`src/rtl/viterbi_seq_pkg.sv`:
```
// Shared definitions for the Viterbi link sequencer: FSM states, PRBS-7
// polynomial/seed and default pipeline dimensions.
package viterbi_seq_pkg;

    typedef enum logic [2:0] {
        ST_IDLE,
        ST_RUN,
        ST_TAIL,
        ST_DRAIN,
        ST_DONE
    } seq_state_t;

    // x^7 + x^6 + 1: feedback taps on the two oldest bits of the history
    localparam logic [6:0] PRBS_TAPS = 7'b110_0000;
    localparam logic [6:0] PRBS_SEED = 7'h7F;

    localparam int LAT_DEFAULT  = 18;
    localparam int TAIL_DEFAULT = 2;

    function automatic logic prbs_bit(input logic [6:0] state);
        return ^(state & PRBS_TAPS);
    endfunction

    function automatic logic [6:0] prbs_step(input logic [6:0] state);
        return {state[5:0], prbs_bit(state)};
    endfunction

endpackage

```
`src/rtl/viterbi_ref_delay.sv`:
```
// Reference delay line: carries {payload_flag, encoder bit} LAT clocks so it
// lines up with the decoder output.
module viterbi_ref_delay #(
    parameter int LAT = 18,
    parameter int W   = 2
) (
    input  logic         clk,
    input  logic         rst,
    input  logic [W-1:0] din,
    output logic [W-1:0] dout
);

    logic [W-1:0] stage_reg [LAT];

    always_ff @(posedge clk or negedge rst) begin
        if (!rst) begin
            for (int i = 0; i < LAT; i++) begin
                stage_reg[i] <= '0;
            end
        end else begin
            stage_reg[0] <= din;
            for (int i = 1; i < LAT; i++) begin
                stage_reg[i] <= stage_reg[i-1];
            end
        end
    end

    assign dout = stage_reg[LAT-1];

endmodule

```
`src/rtl/viterbi_link_sequencer.sv`:
```
// Frame sequencer for a Viterbi encoder/channel/decoder link: PRBS payload,
// zero tail, drain, error injection and bit-error counting.
// Optional build macro VITERBI_SEQ_BURST_EN: inject 2'b11 instead of 2'b01.
module viterbi_link_sequencer
    import viterbi_seq_pkg::*;
#(
    parameter int LAT  = LAT_DEFAULT,
    parameter int TAIL = TAIL_DEFAULT
) (
    input  logic        clk,
    input  logic        rst,
    input  logic        start_i,
    input  logic [7:0]  frame_len_i,
    input  logic [3:0]  err_period_i,
    input  logic        dec_bit_i,
    output logic        enc_bit_o,
    output logic        enc_en_o,
    output logic [1:0]  err_mask_o,
    output logic        busy_o,
    output logic        done_o,
    output logic [15:0] bit_err_ct_o,
    output logic [15:0] inj_ct_o
);

`ifdef VITERBI_SEQ_BURST_EN
    localparam logic [1:0] ERR_MASK = 2'b11;
`else
    localparam logic [1:0] ERR_MASK = 2'b01;
`endif

    localparam logic [8:0] TAIL_LAST = 9'(TAIL - 1);
    localparam logic [8:0] LAT_LAST  = 9'(LAT - 1);

    seq_state_t  state_reg, state_next;
    logic [8:0]  phase_ct_reg, phase_ct_next;
    logic [8:0]  len_reg;
    logic [3:0]  period_reg;
    logic [6:0]  prbs_reg;
    logic [15:0] sym_ct_reg;
    logic [15:0] bit_err_reg;
    logic [15:0] inj_reg;

    logic        launch;
    logic        payload;
    logic        enc_en;
    logic        enc_bit;
    logic        mask_hit;
    logic [15:0] low_mask;
    logic [1:0]  dly_out;

    always_comb begin
        state_next    = state_reg;
        phase_ct_next = phase_ct_reg + 9'd1;
        launch        = 1'b0;
        case (state_reg)
            ST_IDLE, ST_DONE: begin
                phase_ct_next = phase_ct_reg;
                if (start_i) begin
                    launch        = 1'b1;
                    state_next    = ST_RUN;
                    phase_ct_next = '0;
                end
            end
            ST_RUN: begin
                if (phase_ct_reg == len_reg - 9'd1) begin
                    state_next    = ST_TAIL;
                    phase_ct_next = '0;
                end
            end
            ST_TAIL: begin
                if (phase_ct_reg == TAIL_LAST) begin
                    state_next    = ST_DRAIN;
                    phase_ct_next = '0;
                end
            end
            ST_DRAIN: begin
                if (phase_ct_reg == LAT_LAST) begin
                    state_next    = ST_DONE;
                    phase_ct_next = '0;
                end
            end
            default: begin
                state_next    = ST_IDLE;
                phase_ct_next = '0;
            end
        endcase
    end

    assign payload  = (state_reg == ST_RUN);
    assign enc_en   = payload || (state_reg == ST_TAIL);
    assign enc_bit  = payload && prbs_bit(prbs_reg);
    // Inject on every 2^P-th encoded symbol, i.e. when the low P bits are all ones
    assign low_mask = (16'd1 << period_reg) - 16'd1;
    assign mask_hit = enc_en && (period_reg != 4'd0) && ((sym_ct_reg & low_mask) == low_mask);

    always_ff @(posedge clk or negedge rst) begin
        if (!rst) begin
            state_reg    <= ST_IDLE;
            phase_ct_reg <= '0;
            len_reg      <= '0;
            period_reg   <= '0;
            prbs_reg     <= PRBS_SEED;
            sym_ct_reg   <= '0;
            bit_err_reg  <= '0;
            inj_reg      <= '0;
        end else begin
            state_reg    <= state_next;
            phase_ct_reg <= phase_ct_next;
            if (launch) begin
                len_reg     <= (frame_len_i == 8'd0) ? 9'd256 : {1'b0, frame_len_i};
                period_reg  <= err_period_i;
                prbs_reg    <= PRBS_SEED;
                sym_ct_reg  <= '0;
                bit_err_reg <= '0;
                inj_reg     <= '0;
            end else begin
                if (payload) begin
                    prbs_reg <= prbs_step(prbs_reg);
                end
                if (enc_en) begin
                    sym_ct_reg <= sym_ct_reg + 16'd1;
                end
                if (mask_hit && (inj_reg != 16'hFFFF)) begin
                    inj_reg <= inj_reg + 16'd1;
                end
                if (busy_o && dly_out[1] && (dec_bit_i != dly_out[0]) && (bit_err_reg != 16'hFFFF)) begin
                    bit_err_reg <= bit_err_reg + 16'd1;
                end
            end
        end
    end

    viterbi_ref_delay #(
        .LAT (LAT),
        .W   (2)
    ) u_ref_delay (
        .clk  (clk),
        .rst  (rst),
        .din  ({payload, enc_bit}),
        .dout (dly_out)
    );

    assign enc_bit_o    = enc_bit;
    assign enc_en_o     = enc_en;
    assign err_mask_o   = mask_hit ? ERR_MASK : 2'b00;
    assign busy_o       = payload || (state_reg == ST_TAIL) || (state_reg == ST_DRAIN);
    assign done_o       = (state_reg == ST_DONE);
    assign bit_err_ct_o = bit_err_reg;
    assign inj_ct_o     = inj_reg;

endmodule

```
`config.mk`:
```
export PLATFORM = sky130hd
export DESIGN_NAME = viterbi_link_sequencer
export DESIGN_NICKNAME = d
export VERILOG_FILES = /design/src/rtl/viterbi_seq_pkg.sv /design/src/rtl/viterbi_ref_delay.sv /design/src/rtl/viterbi_link_sequencer.sv
export SDC_FILE = /design/constraint.sdc
export NUM_CORES = 1
export LEC_CHECK = 0
export CORE_ASPECT_RATIO = 0.7
export CORE_MARGIN = 8
export CORE_UTILIZATION = 50
export CTS_BUF_LIST = sky130_fd_sc_hd__clkbuf_4
export CTS_CLUSTER_SIZE = 20
export DETAILED_ROUTE_END_ITERATION = 8
export GPL_ROUTABILITY_DRIVEN = 0
export HOLD_SLACK_MARGIN = 0.05
export PLACE_DENSITY = 0.72
export SLEW_MARGIN = 10
export SYNTH_ARGS = -nofsm -noshare
export SYNTH_HDL_FRONTEND = slang
export SYNTH_SLANG_ARGS = --single-unit
```
`constraint.sdc`:
```
create_clock -name clk -period 5.2 [get_ports clk]
set_input_delay 0.78 -clock clk [delete_from_list [all_inputs] [get_ports clk]]
set_output_delay 0.78 -clock clk [all_outputs]
set_load 0.02 [all_outputs]
```
==> results.md <==
- Origin of the worst setup path: period_reg[0]
- Startpoint Class: flip-flop
- Layout cells sized above 1: 0.08419
- Yosys top cell by area: dfrtp_1
- Synthesized area: between 0.005 and 0.006 mm2
- CTS tree: built
- TritonCTS buffer count: 17
- CTS Sinks: 115
- Final hold violations: 0
- CP max FO: 12
- Yosys top cell area share: 0.5092
- FFs w/ async S/R, synth: 1.000
- CP Capture Type: primary output
- DR vias: 4020
- DRC errors left: 0
- EDFF count, synth: 0
- Antenna Cells: 0
- Syn_area_per_cell: slightly above 10 um2
- RR Startpoint: period_reg[0]
- Critical Path AT: ~4.1 ns
- P_leak: around 0.0028 uW
- Top cells by area, synth: dfrtp_1 (51%), nand2_1 (4.7%), xor2_1 (4.3%)
- Setup Crit Path Kind: reg -> out
- H-tree levels: 4
- Clock Latency Late Sink: slightly above 0.5 ns
- Post-DP HPWL: roughly 7800 um
- VDD IR max: roughly 0.25 mV
- DR iter-0 viols: 300
- Fmax: 203.1 MHz
- Final core utilization: 0.5973
- Maxcap violations: 0
- Via density: around 5.6
- Register area share after synthesis: 0.5438
- Yosys reg bits: 115
- FP Rows: 31
- Total gr overflow: 0
- Width of the die: 139.1 um
- Syn nets: ~540
- Least-Margin Pin Slew: between 1 and 1.5 ns
- Final setup fails: 0
- RSZ-0062 raised after global routing: no
- Net count, final: around 590
- Die Ht: 102.2 um
- Routed WL: 11280 um
- Outcome: completed
- CTS resizes: 0
- Area delta synth->final: 16.55%
- Average wire per standard cell: between 15 and 20 um
- Setup TNS: 0 ns
- Final min period: 4.925 ns
- Tcrit/Tclk final: 0.9471
- Die area: roughly 0.014 mm2
- I/O pins: 54
- Overall routing resource usage: 0.1681
- Commonest cells in the netlist: dfrtp_1 (108), nand2_1 (67), nor2_1 (50)
- Worst Path Required: 4.42 ns
- Starting density of the core: 0.5125
- Setup bufs post-CTS: 0
- Initial antenna violation count: 0
- Netlist cell types: 57
- Hold Crit Class: reg -> reg
- Yosys Warn Count: 0
- Skew final: between 0.01 and 0.015 ns
- Core area: 0.01036 mm2
- Hold Crit Start: u_ref_delay.stage_reg[15]
- I/O Buffers: 52
- Pwr dens: 476.8 mW/mm2
- Final slew viol count: 0
- Pin count of the biggest net entering global routing: 82
- Count leader, synth: dfrtp_1
- Clk buf depth: 2
- First-pass GRT wire length: 19160 um
- Drt pass-1 iters: 5
- Synthesized instance count: between 500 and 600
- Clk root buf: clkbuf_4
- Slew HR: 0.2153
- ANT nets after route: 0
- Max reg flops: 34
- Hold Buf Count CTS: 0
- Commonest register cell after synthesis: dfrtp_1
- CTS clock-pin slew for the worst setup and hold paths: ~0.10 ns
- Number of global-route vias before repair: about 3900
worst max-delay path, cell delays in order, from the launching register on:
cell	delay, ns
dfrtp_1	0.53
or4_1	0.58
ha_1	0.34
xor2_1	0.19
nor4_1	0.06
or3_4	0.39
a2111oi_4	0.47
nor3b_1	0.39
clkdlybuf4s50_1	0.68
power by group:
part,switching [uW],internal (uW)
sequential,209,1110
clock,331,384
combinational,539,372
per-stage QoR:
step                total power [uW]  setup slack [ns]  std cells  hold slack, ns  cell area, um2
floorplan                       1991             1.666        520          0.3312            5308
global placement                2193            0.9949        683          0.3325            5879
detailed placement              2246            0.9191        683          0.3347            5879
CTS                             2961            0.3299        714          0.3550            6186
global route                    3147            0.1213        714          0.3592            6186
finish                          2950            0.2751        714          0.3502            6186
layer usage:
metal	routed length [um]	up-vias	GRT usage	share of wire
met4	101	0	0.06297	0.0090
met5	0	-	0	0
met3	750	14	0.05320	0.066
met1	5452	1973	0.2237	0.48
li1	-	1917	-	-
met2	4976	116	0.2544	0.44
worst paths after layout:
kind,endpoint,slack [ns],depth (start not counted)
setup / recovery,err_mask_o[0],0.28,8
hold / removal,u_ref_delay.stage_reg[13],0.35,0
setup reg to reg,inj_ct_o[7],1.45,9
hold reg to reg,u_ref_delay.stage_reg[13],0.35,0
max in group asynchronous,prbs_reg[0],3.70,2
min in group asynchronous,bit_err_ct_o[7],0.41,1
cell families after synthesis:
kind of cell	count (synthesis)	synth area share
AO/OA/AOI/OAI	83	0.1063
XOR/XNOR	44	0.07261
adder cells (fa/ha/maj)	7	0.01650
buffers and inverters	36	0.03324
flip-flops	115	0.5438
multiplexers	6	0.01155
other	1	0.0007065
AND/OR/NAND/NOR	228	0.2152
cells in the final DEF (no fill, tap or decap), types with 8 or more instances in the layout:
cell type	count
xor2_1	26
nor2_1	50
or4_1	9
nand2_1	67
inv_1	13
and3_1	9
clkdlybuf4s50_1	51
nor3_1	12
o21ai_0	21
xnor2_1	18
nand3_1	29
a21oi_1	17
clkbuf_4	19
dfrtp_1	108
nand4_1	8
layout make-up:
| type | count | area, um2 |
|---|---|---|
| Multi-Input combinational cell | 369 | 2246 |
| Inverter | 13 | 48.80 |
| Fill cell | 833 | 4170 |
| Clock buffer | 19 | 142.6 |
| Timing Repair Buffer | 54 | 533.0 |
| Clock inverter | 12 | 163.9 |
| Sequential cell | 115 | 2887 |
| Tap cell | 132 | 165.2 |
No activity file was read; power rests on OpenSTA's default activity.
